<file path="src/rtl/csa_pipe_addsub.sv">
`timescale 1ns/1ps
// csa_pipe_addsub: pipelined carry-select adder/subtractor.
//
// The WIDTH-bit operation is split into NBLK = WIDTH/BLK blocks. Each clock,
// one block is resolved: both block sums (carry-in 0 and carry-in 1) are
// formed, and the real incoming carry picks one. Block 0 works straight off
// the input ports. Block k works off stage register k. The result leaves
// from stage register NBLK, so the latency is exactly NBLK cycles.
//
// Ports:
//   clk, rst            rising-edge clock, synchronous active-high reset
//   in_valid/in_ready   input handshake (in_ready = !out_valid | out_ready)
//   a, b, cin, sub      operands; sub=1 computes a + ~b + !cin
//   out_valid/out_ready output handshake; outputs hold while stalled
//   sum, cout, ovf      result mod 2^WIDTH, raw MSB carry, signed overflow

// One carry-select block. It produces both candidate sums and selects one
// by cin. c_msb is the carry into the block's top bit, recovered as
// a^b^s on that bit.
module csa_blk #(
    parameter int BLK = 8
) (
    input  logic [BLK-1:0] a,
    input  logic [BLK-1:0] b,
    input  logic           cin,
    output logic [BLK-1:0] s,
    output logic           cout,
    output logic           c_msb
);
    logic [BLK:0] sum0, sum1, sel;

    assign sum0  = {1'b0, a} + {1'b0, b};
    assign sum1  = {1'b0, a} + {1'b0, b} + {{BLK{1'b0}}, 1'b1};
    assign sel   = cin ? sum1 : sum0;
    assign s     = sel[BLK-1:0];
    assign cout  = sel[BLK];
    assign c_msb = a[BLK-1] ^ b[BLK-1] ^ sel[BLK-1];
endmodule

module csa_pipe_addsub #(
    parameter int WIDTH = 32,
    parameter int BLK   = 8
) (
    input  logic             clk,
    input  logic             rst,
    input  logic             in_valid,
    output logic             in_ready,
    input  logic [WIDTH-1:0] a,
    input  logic [WIDTH-1:0] b,
    input  logic             cin,
    input  logic             sub,
    output logic             out_valid,
    input  logic             out_ready,
    output logic [WIDTH-1:0] sum,
    output logic             cout,
    output logic             ovf
);
    localparam int NBLK = WIDTH / BLK;

    if ((BLK < 1) || (WIDTH < BLK) || ((WIDTH % BLK) != 0)) begin : g_bad_param
        $fatal(1, "csa_pipe_addsub: WIDTH must be a positive multiple of BLK");
    end

    // Stage register k (1..NBLK) holds the state entering block k.
    // The operands are shifted down by BLK each stage, so the live block is
    // always bits [BLK-1:0]. Resolved sum bits are shifted in from the top,
    // so after NBLK stages they sit in their natural positions.
    logic [NBLK:1]    vld_q, vld_d;
    logic [NBLK:1]    c_q,   c_d;
    logic [WIDTH-1:0] s_q [1:NBLK];
    logic [WIDTH-1:0] s_d [1:NBLK];
    logic [WIDTH-1:0] a_q [1:NBLK];
    logic [WIDTH-1:0] a_d [1:NBLK];
    logic [WIDTH-1:0] b_q [1:NBLK];
    logic [WIDTH-1:0] b_d [1:NBLK];
    logic             ovf_q, ovf_d;

    // Block inputs (index = block number).
    logic [WIDTH-1:0] blk_a [NBLK];
    logic [WIDTH-1:0] blk_b [NBLK];
    logic [WIDTH-1:0] blk_s [NBLK];
    logic [NBLK-1:0]  blk_c, blk_v;
    // Block outputs.
    logic [BLK-1:0]   blk_sum [NBLK];
    logic [NBLK-1:0]  blk_co, blk_cm;

    logic advance;

    // A single global stall: the whole pipe moves only when the output slot
    // is empty or is being drained this cycle.
    assign advance  = !vld_q[NBLK] || out_ready;
    assign in_ready = advance;

    always_comb begin
        // Operand conditioning: subtract is a + ~b + 1, and the carry-in
        // is inverted so that cin=1 acts as a borrow.
        blk_a[0] = a;
        blk_b[0] = sub ? ~b : b;
        blk_c[0] = cin ^ sub;
        blk_s[0] = '0;
        blk_v[0] = in_valid;
        for (int k = 1; k < NBLK; k++) begin
            blk_a[k] = a_q[k];
            blk_b[k] = b_q[k];
            blk_c[k] = c_q[k];
            blk_s[k] = s_q[k];
            blk_v[k] = vld_q[k];
        end
    end

    for (genvar k = 0; k < NBLK; k++) begin : g_blk
        csa_blk #(.BLK(BLK)) u_blk (
            .a     (blk_a[k][BLK-1:0]),
            .b     (blk_b[k][BLK-1:0]),
            .cin   (blk_c[k]),
            .s     (blk_sum[k]),
            .cout  (blk_co[k]),
            .c_msb (blk_cm[k])
        );
    end

    always_comb begin
        for (int k = 0; k < NBLK; k++) begin
            vld_d[k+1] = blk_v[k];
            c_d[k+1]   = blk_co[k];
            s_d[k+1]   = (blk_s[k] >> BLK) | (WIDTH'(blk_sum[k]) << (WIDTH - BLK));
            a_d[k+1]   = blk_a[k] >> BLK;
            b_d[k+1]   = blk_b[k] >> BLK;
        end
        // Overflow: the carry into the MSB differs from the carry out of it.
        ovf_d = blk_cm[NBLK-1] ^ blk_co[NBLK-1];
    end

    always_ff @(posedge clk) begin
        if (rst) begin
            vld_q <= '0;
            c_q   <= '0;
            ovf_q <= 1'b0;
            for (int k = 1; k <= NBLK; k++) begin
                s_q[k] <= '0;
                a_q[k] <= '0;
                b_q[k] <= '0;
            end
        end else if (advance) begin
            vld_q <= vld_d;
            c_q   <= c_d;
            ovf_q <= ovf_d;
            for (int k = 1; k <= NBLK; k++) begin
                s_q[k] <= s_d[k];
                a_q[k] <= a_d[k];
                b_q[k] <= b_d[k];
            end
        end
    end

    assign out_valid = vld_q[NBLK];
    assign sum       = s_q[NBLK];
    assign cout      = c_q[NBLK];
    assign ovf       = ovf_q;
endmodule

</file>
<file path="config.mk">
export PLATFORM = sky130hd
export DESIGN_NAME = csa_pipe_addsub
export DESIGN_NICKNAME = d
export VERILOG_FILES = /design/src/rtl/csa_pipe_addsub.sv
export SDC_FILE = /design/constraint.sdc
export NUM_CORES = 1
export LEC_CHECK = 0
export ABC_CLOCK_PERIOD_IN_PS = 7850
export CAP_MARGIN = 25
export CORE_MARGIN = 4
export CORE_UTILIZATION = 56
export CTS_CLUSTER_DIAMETER = 120
export DETAILED_ROUTE_END_ITERATION = 16
export PLACE_DENSITY = 0.82
export SLEW_MARGIN = 20
export SYNTH_ARGS = -nofsm -noshare
export SYNTH_HDL_FRONTEND = slang
export SYNTH_SLANG_ARGS = --single-unit
export TNS_END_PERCENT = 50
</file>
<file path="constraint.sdc">
create_clock -name clk -period 7.85 [get_ports clk]
set_input_delay 2.355 -clock clk [delete_from_list [all_inputs] [get_ports clk]]
set_output_delay 2.355 -clock clk [all_outputs]
set_load 0.02 [all_outputs]
</file>
**Word level (Yosys, flattened, before mapping)**

Memory sizes are Yosys's and may differ from the RTL's.
Index checks and enable logic that the tools add are counted.

- Bits in registers: 9
- RAM bits: 320
- Output and inout port bits: 36
- Logic and storage cells: 58
- Memories: 3

Memories:

| memory | words | width | read ports | clocked after memory_dff | wr ports | line | text |
|---|---|---|---|---|---|---|---|
| s_q | 4 | 32 | 4 | 0 | 4 | 70 | `logic [WIDTH-1:0] s_q [1:NBLK];` |
| a_q | 4 | 24 | 3 | 0 | 4 | 72 | `logic [WIDTH-1:0] a_q [1:NBLK];` |
| b_q | 4 | 24 | 3 | 0 | 4 | 74 | `logic [WIDTH-1:0] b_q [1:NBLK];` |

- Add/subtract/negate cells: 8
- Muxes and demuxes: 22
- Bitwise gates (word level): 20
- Reductions and logical operators: 2

Operators with widths:

| cell | number |
|---|---|
| $mux 24 | 8 |
| $mux 32 | 5 |
| $or 24x32->32 | 3 |
| $add 8x8->9 | 4 |
| $add 9x1->9 const B | 4 |
| $mux 9 | 4 |
| $not 32->32 | 1 |
| $or 1x1->1 | 12 |
| $mux 1 | 5 |
| $xor 1x1->1 | 4 |
| $logic_not 1->1 | 1 |
| $logic_or 1x1->1 | 1 |

**Depth between registers and ports, before layout**

- Depth after elaboration: 6
- Depth in mapped cells: 14

**Hierarchy**

A second synthesis with hierarchy kept.

- Cells, all modules: 729
- Area, all modules: 9344.0 um^2

By module, submodules not included:

| module | times used | cells each | area each (um^2) |
|---|---|---|---|
| csa_pipe_addsub | 1 | 451 | 7151.9 |
| csa_blk at g_blk[0].u_blk ... | 3 | 71 | 556.8 |
| csa_blk at g_blk[2].u_blk | 1 | 65 | 521.8 |

**Worst setup path before layout**

OpenSTA, ideal clock, no wires.

- Path type: input-to-reg
- From: input port out_ready
- To: register a_q[0][24] (netlist name)
- Library setup time: 0.528 ns
- Data arrival time: 6.227 ns
- Data required time: 7.322 ns
- Path slack: 1.094 ns
- Stages on the path: 5
- Buffers on the path: 1
- Cell sequence: nor2b_1 > buf_4 > clkinv_1 > nor2_1 > inv_1

RTL lines:

| item | line | text |
|---|---|---|
| start: declaration | 53 | `input logic out_ready,` |

**Worst setup path in the final report**

- From: input port out_ready
- To: output port in_ready

- Word-level cells in the longest chain between the ends: 1

RTL lines:

| item | line | text |
|---|---|---|
| $logic_or 1x1->1 | 91 | `assign advance = !vld_q[NBLK] \|\| out_ready;` |
| end: declaration | 47 | `output logic in_ready,` |

Every way passes these cells.

==> results.json <==
{
  "ctsResizeCount": 0,
  "p_per_area_mw_per_mm2": 223,
  "clkTransAtPathRegs_ns": 0.07,
  "syn_avg_cell_area_um2": 12.8,
  "outcome": "complete, no violations",
  "arrival_ns": 4.35,
  "dp_slack_ns": 1.15,
  "synthArstFlopShare_pct": 0,
  "grt_usage_pct": 16.4,
  "r2r-end": "s_q[0][159]",
  "die_h_um": 134,
  "dp_hpwl_um": 9610,
  "cts_setup_buffers": 0,
  "synth-seq-cells": 185,
  "rsz0062_at_grt": "false",
  "p_total_w": 0.00241,
  "portBuffers": 105,
  "grt_pass1_vias": 5083,
  "route.detailed.drc": 0,
  "yosys.area.top_type": "edfxtp_1",
  "clock.fmax_mhz": 149,
  "grt_first_pass_wirelength_um": 23500,
  "cts_tree": "done",
  "clk_latency_ns": 0.43,
  "cts_buffers": 17,
  "yosysSeqAreaShare_pct": 61.6,
  "path_class": "input pin to output pin",
  "synth_nets": 806,
  "yosys_warnings": 0,
  "max_cap_violations": 0,
  "critical_path.startpoint": "out_ready",
  "crit_path_start_kind": "input pin",
  "power_leakage_nw": 4.35,
  "min_path_type": "flop to flop",
  "globalplace.congestion": 0.841,
  "crit_path_end_kind": "output pin",
  "worstMarginPinSlew_ns": 0.939,
  "ant_nets": 0,
  "start_util_pct": 57.7,
  "routed_via_density": 5.07,
  "reg2regPathDepth": 5,
  "setup_slack_ns": 1.15,
  "cts_root_buf": "clkbuf_16",
  "slew_headroom_pct": 37.4,
  "slew_violations": 0,
  "min_period_over_period_pct": 85.4,
  "die_x_um": 134,
  "grt_max_degree": 124,
  "finalHoldViolations": 0,
  "die_area_mm2": 0.0179,
  "ys_types": 58,
  "synth_area_mm2": 0.00887,
  "diodes": 0,
  "rrSetupSlack_ns": 4.60,
  "num_vias": 5180,
  "htreeDepth": 4,
  "final_core_util_pct": 70.2,
  "fin_crit_ns": 6.70,
  "clock_sinks": 185,
  "syn2layout_area_growth_pct": 21.6,
  "n_fill_cell": 1030,
  "wl_per_cell_um": 13.7,
  "antenna_found_initial": 0,
  "drt-total-wl_um": 14000,
  "drive_above_1_share_pct": 5.93,
  "setup_viol": 0,
  "boundaryPins": 106,
  "core-area_mm2": 0.0154,
  "fin_skew_ns": 0.00590,
  "rr_startpoint": "vld_q[4]",
  "final_common_cell": "edfxtp_1",
  "synth_area_leaders": "edfxtp_1 (60%), and2_1 (8.5%), ha_1 (5.2%), xnor2_1 (5.0%), nor2_1 (3.5%)",
  "synth_edf_count": 176,
  "clockBufferDepth": 2,
  "synthFlopType": "edfxtp_1",
  "nNetsFinal": 908,
  "cts_hold_buf": 0,
  "final_cell_mix": "edfxtp_1 (176), and2_1 (121), clkdlybuf4s50_1 (104), nor2_1 (81), xnor2_1 (51)",
  "synth_top_area_share_pct": 59.6,
  "crit_fanout": 8,
  "endpoint": "in_ready",
  "cp.required_ns": 5.50,
  "fin_tns_setup_ns": 0,
  "first_pass_iters": 4,
  "rows": 45,
  "overflow": 0,
  "vdd_drop_max_mv": 0.169,
  "drt_iter0_drc": 279,
  "synthCells": 695
}
kinds of logic after synthesis:
kind of cell / Yosys count / share of synthesized area, %
buffers and inverters: 45 / 2.04
AO/OA/AOI/OAI: 69 / 5.61
flip-flops: 185 / 61.6
adder cells (fa/ha/maj): 41 / 6.12
multiplexers: 1 / 0.113
XOR/XNOR: 77 / 7.84
AND/OR/NAND/NOR: 277 / 16.7
cells in the mapped netlist (all sizes together), types with 10 or more instances:
| master | instances |
|---|---|
| edfxtp | 176 |
| xor2 | 25 |
| xnor2 | 51 |
| inv | 19 |
| nand2 | 27 |
| a21oi | 19 |
| o21ai | 12 |
| ha | 37 |
| nor3 | 11 |
| and2 | 121 |
| buf | 10 |
| nor2 | 82 |
| clkbuf | 15 |
routing by layer:
metal | global-route usage, % | vias up | part of all wire [%]
met5 | 0 | - | 0
met4 | 6.40 | 0 | 1.7
met3 | 4.16 | 20 | 4.5
met2 | 27.8 | 111 | 50
met1 | 20.3 | 2427 | 44
li1 | - | 2622 | -
worst min-delay path by stage:
stage             start        to  slack (ns)  cells past startpoint
2_1_floorplan  vld_q[1]  vld_q[1]        0.43                      2
3_3_place_gp   vld_q[3]  vld_q[3]        0.44                      2
3_5_place_dp   vld_q[2]  vld_q[3]        0.46                      2
4_1_cts        vld_q[2]  vld_q[3]        0.47                      2
5_1_grt          c_q[4]    c_q[4]        0.49                      2
6_report         c_q[4]    c_q[4]        0.47                      2
flip-flops by register name, summed over array words and instances, names as in the netlist:
register,count
a_q,48
b_q,48
c_q,4
ovf,1
s_q,80
vld_q,4
through the flow:
step,area [um2],hold slack [ns],std cells
after floorplan,8870,0.429,695
after global placement,10100,0.440,988
after detailed placement,10100,0.465,989
after CTS,10800,0.474,1021
after global routing,10800,0.491,1021
final,10800,0.469,1021
worst max-delay path, cell delays in order:
cell             delay [ns]
clkdlybuf4s50_1        0.41
nor2b_1                0.52
clkinv_1               0.42
clkdlybuf4s50_1        0.64
cell type report:
class,count,area (um2),share of cell area (%)
Multi-Input combinational cell,465,3240,30.0
Clock inverter,15,235,2.18
Inverter,20,80.1,0.742
Sequential cell,185,5470,50.7
Timing Repair Buffer,108,1080,10.0
Tap cell,211,264,2.45
Clock buffer,17,425,3.94
report_power, final:
part / leakage [nW] / switching, W / total, W / internal, W
Combinational: 1.88 / 0.000146 / 0.000289 / 0.000143
Clock: 0.315 / 0.000371 / 0.000944 / 0.000573
Sequential: 2.16 / 0.0000190 / 0.00118 / 0.00116
(Power assumes the default switching activity.)
